--- config.mk ---
export PLATFORM = sky130hd
export DESIGN_NAME = mod_up_chain_sched
export DESIGN_NICKNAME = d
export VERILOG_FILES = /design/src/rtl/mod_up_chain_sched.sv
export SDC_FILE = /design/constraint.sdc
export NUM_CORES = 1
export LEC_CHECK = 0
export CORE_MARGIN = 2
export CORE_UTILIZATION = 45
export DETAILED_ROUTE_END_ITERATION = 10
export PLACE_DENSITY = 0.83
export SLEW_MARGIN = 10
export SYNTH_ARGS = -nofsm -noshare
export SYNTH_HDL_FRONTEND = slang
export SYNTH_SLANG_ARGS = --single-unit
--- constraint.sdc ---
create_clock -name clk -period 2.55 [get_ports clk]
set_input_delay 0.51 -clock clk [delete_from_list [all_inputs] [get_ports clk]]
set_output_delay 0.51 -clock clk [all_outputs]
set_load 0.01 [all_outputs]
--- src/rtl/mod_up_chain_sched.sv ---
// Round-robin scheduler sharing one forwarding chain between NUM_REQ requesters.
// It grants one requester, issues its operand to the chain, and waits for the
// response under a timeout. It then returns the result with a one-cycle done pulse.
module mod_up_chain_sched #(
    parameter int NUM_REQ = 4,
    parameter int DATA_W  = 8,
    parameter int TIMEOUT = 15
) (
    input  logic                      clk,
    input  logic                      rst_n,
    input  logic [NUM_REQ-1:0]        req,
    input  logic [NUM_REQ*DATA_W-1:0] req_data,
    output logic [NUM_REQ-1:0]        gnt,
    output logic                      chain_valid,
    output logic [DATA_W-1:0]         chain_data,
    input  logic                      chain_ready,
    input  logic                      resp_valid,
    input  logic [DATA_W-1:0]         resp_data,
    output logic [NUM_REQ-1:0]        done,
    output logic [DATA_W-1:0]         done_data,
    output logic                      timeout_err,
    output logic                      busy
);

    localparam int PTR_W = (NUM_REQ > 1) ? $clog2(NUM_REQ) : 1;
    localparam int CNT_W = 8;
    // The WAIT cycle with this count is the last one allowed to see a response.
    localparam logic [CNT_W-1:0] CNT_LAST = CNT_W'(TIMEOUT - 1);
    localparam logic [PTR_W-1:0] PTR_RESET = PTR_W'(NUM_REQ - 1);
    localparam logic [NUM_REQ-1:0] ONE_REQ = {{(NUM_REQ-1){1'b0}}, 1'b1};

    typedef enum logic [1:0] {
        ST_IDLE  = 2'd0,
        ST_ISSUE = 2'd1,
        ST_WAIT  = 2'd2,
        ST_DONE  = 2'd3
    } state_t;

    state_t             state_q, state_d;
    logic [PTR_W-1:0]   ptr_q, ptr_d;
    logic [PTR_W-1:0]   sel_q, sel_d;
    logic [CNT_W-1:0]   cnt_q, cnt_d;
    logic [NUM_REQ-1:0] gnt_q, gnt_d;
    logic               chain_valid_q, chain_valid_d;
    logic [DATA_W-1:0]  chain_data_q, chain_data_d;
    logic [NUM_REQ-1:0] done_q, done_d;
    logic [DATA_W-1:0]  done_data_q, done_data_d;
    logic               timeout_err_q, timeout_err_d;
    logic               busy_q, busy_d;

    logic               arb_found;
    logic [PTR_W-1:0]   arb_sel;
    int                 arb_idx;
    logic [PTR_W-1:0]   arb_idx_w;

    // Round-robin search: first asserted request after the last winner, wrapping.
    always_comb begin
        arb_found = 1'b0;
        arb_sel   = '0;
        arb_idx   = 0;
        arb_idx_w = '0;
        for (int i = 1; i <= NUM_REQ; i++) begin
            arb_idx   = (int'(ptr_q) + i) % NUM_REQ;
            arb_idx_w = PTR_W'(arb_idx);
            if (!arb_found && req[arb_idx_w]) begin
                arb_found = 1'b1;
                arb_sel   = arb_idx_w;
            end
        end
    end

    // Next-state and registered-output computation for the IDLE/ISSUE/WAIT/DONE flow.
    always_comb begin
        state_d       = state_q;
        ptr_d         = ptr_q;
        sel_d         = sel_q;
        cnt_d         = cnt_q;
        gnt_d         = gnt_q;
        chain_valid_d = chain_valid_q;
        chain_data_d  = chain_data_q;
        done_d        = '0;
        done_data_d   = done_data_q;
        timeout_err_d = 1'b0;

        case (state_q)
            ST_IDLE: begin
                if (arb_found) begin
                    state_d       = ST_ISSUE;
                    sel_d         = arb_sel;
                    gnt_d         = ONE_REQ << arb_sel;
                    chain_valid_d = 1'b1;
                    chain_data_d  = req_data[arb_sel*DATA_W +: DATA_W];
                end
            end
            ST_ISSUE: begin
                if (chain_ready) begin
                    state_d       = ST_WAIT;
                    chain_valid_d = 1'b0;
                    cnt_d         = '0;
                end
            end
            ST_WAIT: begin
                if (resp_valid) begin
                    state_d     = ST_DONE;
                    done_d      = gnt_q;
                    done_data_d = resp_data;
                end else if (cnt_q == CNT_LAST) begin
                    state_d       = ST_DONE;
                    done_d        = gnt_q;
                    done_data_d   = '0;
                    timeout_err_d = 1'b1;
                end else begin
                    cnt_d = cnt_q + 1'b1;
                end
            end
            ST_DONE: begin
                state_d = ST_IDLE;
                ptr_d   = sel_q;
                gnt_d   = '0;
            end
            default: begin
                state_d = ST_IDLE;
            end
        endcase

        busy_d = (state_d != ST_IDLE);
    end

    // State and output registers, cleared asynchronously with the pointer primed for requester 0.
    always_ff @(posedge clk or negedge rst_n) begin
        if (!rst_n) begin
            state_q       <= ST_IDLE;
            ptr_q         <= PTR_RESET;
            sel_q         <= '0;
            cnt_q         <= '0;
            gnt_q         <= '0;
            chain_valid_q <= 1'b0;
            chain_data_q  <= '0;
            done_q        <= '0;
            done_data_q   <= '0;
            timeout_err_q <= 1'b0;
            busy_q        <= 1'b0;
        end else begin
            state_q       <= state_d;
            ptr_q         <= ptr_d;
            sel_q         <= sel_d;
            cnt_q         <= cnt_d;
            gnt_q         <= gnt_d;
            chain_valid_q <= chain_valid_d;
            chain_data_q  <= chain_data_d;
            done_q        <= done_d;
            done_data_q   <= done_data_d;
            timeout_err_q <= timeout_err_d;
            busy_q        <= busy_d;
        end
    end

    assign gnt         = gnt_q;
    assign chain_valid = chain_valid_q;
    assign chain_data  = chain_data_q;
    assign done        = done_q;
    assign done_data   = done_data_q;
    assign timeout_err = timeout_err_q;
    assign busy        = busy_q;

endmodule

After elaboration in Yosys (flattened, before gate mapping)

Index checks and enable logic that the tools add are counted.

Add/sub/neg operators: 5
Order comparisons: 4
Equality and inequality tests: 8
Shift operators: 2
Muxes and demuxes: 38
Reductions and logical operators: 17

Operators by type and width:

| kind                                                                 | count |
|---|---|
| 8-bit 2-to-1 mux                                                     | 5 |
| 32-bit by 6-bit variable part select with 8-bit output               | 1 |
| 2-bit 2-to-1 mux                                                     | 8 |
| 4-bit 2-to-1 mux                                                     | 4 |
| 8-bit one-hot mux with 2 select lines                                | 1 |
| 1-bit 2-to-1 mux                                                     | 13 |
| 2-bit by 3-bit < comparator with 1-bit output, second input constant | 4 |
| 2-bit nonzero test                                                   | 5 |
| 8-bit by 1-bit adder with 8-bit output, second input constant        | 1 |
| 1-bit binary-select mux with 2-bit select                            | 4 |
| 8-bit by 4-bit == test with 1-bit output, second input constant      | 1 |
| 2-bit != test, second input constant                                 | 4 |
| 2-bit one-hot mux with 4 select lines                                | 1 |
| 4-bit one-hot mux with 2 select lines                                | 1 |
| 2-bit AND reduction                                                  | 3 |
| 2-bit by 1-bit adder with 2-bit output, second input constant        | 2 |
| 2-bit adder, second input constant                                   | 2 |
| 2-bit == test, second input constant                                 | 2 |
| 4-bit AND reduction                                                  | 1 |
| 1-bit by 2-bit left shift with 4-bit output, first input constant    | 1 |
| 1-bit logical AND                                                    | 3 |
| 1-bit zero test                                                      | 3 |
| 3-bit AND reduction                                                  | 1 |
| 2-bit by 1-bit == test with 1-bit output, second input constant      | 1 |
| other kinds (2)                                                      | 2 |

Bits in registers: 41
Output and inout bits: 27

Depth between registers and ports, before layout

Depth in word-level cells: 16
Gate-level depth with buffers: 9

Worst setup path after synthesis

Ideal clock, no wire load.

Path type: input to register
Start: in req[3]
End: reg chain_data_q[0], in the netlist chain_data[0]
Arrival: 1724 ps
Required time: 2407 ps
Slack: 682 ps
Stages on the path: 8
Buffers on the path: 3
Cells stage by stage: buf_2 -> mux2i_1 -> o2bb2ai_4 -> a21o_1 -> buf_6 -> buf_12 -> a211oi_2 -> a211oi_1

Cells in the longest elaborated chain, start to end: 13
Elaborated cells on any way between the ends: 24
Classes of those cells: 1 x shift; 16 x mux; 7 x reduce/logical

Ends and longest elaborated chain:

| what                                                                                          | RTL line | RTL |
|---|---|---|
| start, declared                                                                               | 11       | `input logic [NUM_REQ-1:0] req,` |
| 1-bit binary-select mux with 2-bit select                                                     | 65       | `if (!arb_found && req[arb_idx_w]) begin` |
| 1-bit 2-to-1 mux (implied by the code)                                                        | 65       |  |
| 1-bit 2-to-1 mux                                                                              | 65       |  |
| 1-bit zero test                                                                               | 65       |  |
| 1-bit logical AND                                                                             | 65       |  |
| 1-bit 2-to-1 mux                                                                              | 65       |  |
| 1-bit zero test                                                                               | 65       |  |
| 1-bit logical AND                                                                             | 65       |  |
| 1-bit 2-to-1 mux                                                                              | 65       |  |
| 1-bit zero test                                                                               | 65       |  |
| 1-bit logical AND                                                                             | 65       |  |
| 2-bit 2-to-1 mux or 1-bit 2-to-1 mux (tied branches)                                          | 65       |  |
| 32-bit by 6-bit variable part select with 8-bit output or 2-bit AND reduction (tied branches) | --       |  |
| end signal, assigned                                                                          | 150      | `chain_data_q <= chain_data_d;` |
| end, declared                                                                                 | 45       | `logic [DATA_W-1:0] chain_data_q, chain_data_d;` |

Several ways; a longest one is shown, not always the timed one. The select of a mux whose other input is x is not followed.
A chain may end at the register's enable or synchronous reset.

Worst setup path in the final report

Start: in req[3]
End: reg chain_data_q[6], in the netlist chain_data[6]

The elaborated chain is that of the path after synthesis.

==> metrics.md <==
| Metric | Value |
|---|---|
| Worst skew pair latency | 0.29 ns |
| Commonest non-fill, non-tap cell in the layout | clkdlybuf4s50_1 |
| Final-report setup violation count | 0 |
| Final Slew Violations | 0 |
| Area share of the largest cell type after synthesis | 0.456 |
| Vias | 1849 |
| Initial antenna violation count | 0 |
| Sequential power share | 0.379 |
| Top_reg_cell synth | dfrtp_1 |
| Drt wl/cell | 14.5 µm |
| DRT Pass-1 Iters | 4 |
| Clock sink count | 41 |
| Starting Density | 0.460 |
| #FFs+latches synth | 41 |
| WHS | 0.345 ns |
| Initial DRC Count | 107 |
| Num CTS Buffers | 5 |
| R2R Path Start | ptr_q[1] |
| Pwr dens | 960 nW/µm² |
| Row count | 25 |
| Chip height | 73.0 µm |
| Net count after synthesis | 257 |
| EDFF count, synth | 0 |
| Period minus WS final | 2.16 ns |
| Gate power share | 0.479 |
| Worst Hold Class | in2async |
| Max-cap violations | 0 |
| CP startpoint | req[3] |
| Clock share of power | 0.142 |
| Synth async-reset ratio | 1.00 |
| Die W | 73.0 µm |
| Seq/Total Area, Yosys | 0.480 |
| Setup TNS | 0 ns |
| Postcts setup bufs | 0 |
| Worst slew margin | 0.402 |
| R2R Path End | chain_data[7] |
| Actual slew at the worst max-slew pin | 0.898 ns |
| Startpoint types | input port |
| Status | finished clean |
| I/O Buffers | 74 |
| RSZ-0062 raised after global routing | false |
| Clk slew on worst S/H paths | 0.08 ns |
| CTS Hold Buffers Added | 0 |
| H-Tree Depth | 2 |
| DRC Markers | 0 |
| Post-CTS Resized | 0 |
| P_int | 1.80 mW |
| Fin. Hold Viols | 0 |
| Global-route wire length before repair | 8150 µm |
| Total Nets Final | 330 |
| # IOs | 75 |
| Synth area leaders | dfrtp_1, a211oi_1, mux2i_1 |
| Largest net degree at the start of global routing | 42 |
| Fmax achieved | 0.463 GHz |
| Number of diodes | 0 |
| Post-route ant nets | 0 |
| Synth Instances | 207 |
| Worst Clk Skew | 0.00494 ns |
| Worst reg-to-reg path cell count | 6 |
| Synth area leader | dfrtp_1 |
| Global placer's final weighted congestion | 0.865 |
| GRT Total Usage | 0.196 |
| Final Routed Wirelength | 4870 µm |
| Post-synthesis cell type count | 41 |
| Area of the core | 4660 µm² |
| Clock Path Buffers | 2 |
| CTS tree | built |
| Vias in the first global route | 1818 |
| R2R setup slack | 0.56 ns |
| Die area | 5330 µm² |
| WS Path Type | in2reg |
| Static leakage | 1.28 nW |
| Syn Area/Cell | 10.3 µm² |
| Worst Path Max Fanout | 19 |
| Crit end category | flop |
| Switching Power | 1.06 mW |
| Final worst path period share | 0.846 |
| Grt total ovfl | 0 |
| WP data required | 2.70 ns |
| Hpwl dp | 3630 µm |
| Fraction of layout cells with a size suffix above 1 | 0.0996 |
| Max IR drop VDD | 426 µV |
| Synth warn | 0 |
| Via/cell ratio | 5.52 |
| CTS Root Cell | clkbuf_8 |
| Most frequent cells in the layout | clkdlybuf4s50_1, dfrtp_1, inv_1 |
| Synth Cell Area | 2140 µm² |
| Worst path arrival time | 2.31 ns |
| Switching share of power | 0.369 |
| Syn-to-layout area delta | 39.2% |
## power by group through the flow
stage          clock network (mW)  registers (mW)  logic [mW]
2_1_floorplan                   0            1.09       0.809
5_1_grt                     0.444            1.12        1.51
3_5_place_dp                    0            1.10        1.38
4_1_cts                     0.420            1.09        1.38
3_3_place_gp                    0            1.08        1.34
6_report                    0.406            1.09        1.37
## final cells by class
type                            instances  area (µm²)
Fill cell                             388        1680
Sequential cell                        41        1030
Multi-Input combinational cell        134         950
Timing Repair Buffer                   78         778
Inverter                               20        75.1
Clock buffer                            6        72.6
Tap cell                               54        67.6
Clock inverter                          2        10.0
## registers in the layout, indices dropped and copies added (netlist names)
name and cells:
busy 1, chain_data 8, chain_valid 1, cnt_q 8
done 4, done_data 8, gnt 4, ptr_q 2
sel_q 2, state_q 2, timeout_err 1
## worst max-delay path, cell delays in order
cell	delay, ns
clkdlybuf4s50_1	0.65
mux2i_1	0.19
o2bb2ai_4	0.29
a21o_1	0.17
buf_12	0.18
mux2i_1	0.22
a211oi_1	0.09
## cells in the mapped netlist, drive strengths merged (2+ instances only)
cell	number
nand2	12
inv	19
ha	2
nand2b	4
nand4	2
a21oi	8
a211oi	25
nor2	18
clkbuf	4
xor2	2
a31oi	3
buf	8
a311oi	2
nor3	4
or3	2
mux2	2
dfrtp	39
nand3	9
a21o	4
dfstp	2
a22o	9
o21ai	4
a32o	2
mux2i	10
## metrics by stage
step                cells  worst slack (ns)  utilization  area [µm²]  total power, mW
floorplan             207             0.682            -        2140             1.90
global placement      327             0.208        0.622        2900             2.42
detailed placement    327            0.0848        0.622        2900             2.47
CTS                   335             0.403        0.640        2980             2.89
global route          335             0.239        0.640        2980             3.07
finish                335             0.392        0.640        2980             2.86
## logic make-up (layout without fill, tap and decap cells)
| logic type | after synthesis | count (layout) | synth area share |
|---|---|---|---|
| buffers and inverters | 32 | 106 | 0.0765 |
| adder cells (fa/ha/maj) | 2 | 2 | 0.0117 |
| AO/OA/AOI/OAI | 61 | 61 | 0.237 |
| flip-flops | 41 | 41 | 0.480 |
| AND/OR/NAND/NOR | 57 | 57 | 0.130 |
| multiplexers | 12 | 12 | 0.0572 |
| XOR/XNOR | 2 | 2 | 0.00818 |
## per-layer routing
metal,track usage,vias up,part of all wire
met2,0.324,75,0.49
met5,0,-,0
met3,0.0663,8,0.081
met4,0.0658,0,0.014
met1,0.238,867,0.42
li1,-,899,-
## how the worst max path moves through the flow
stage,end,slack (ns),cells past startpoint
final,chain_data[6],0.39,7
after floorplan,chain_data[0],0.68,8
after detailed placement,chain_data[7],0.08,7
after global routing,chain_data[7],0.24,7
after global placement,chain_data[2],0.21,5
after CTS,chain_data[7],0.40,7
Power figures use the tool's default switching activity.
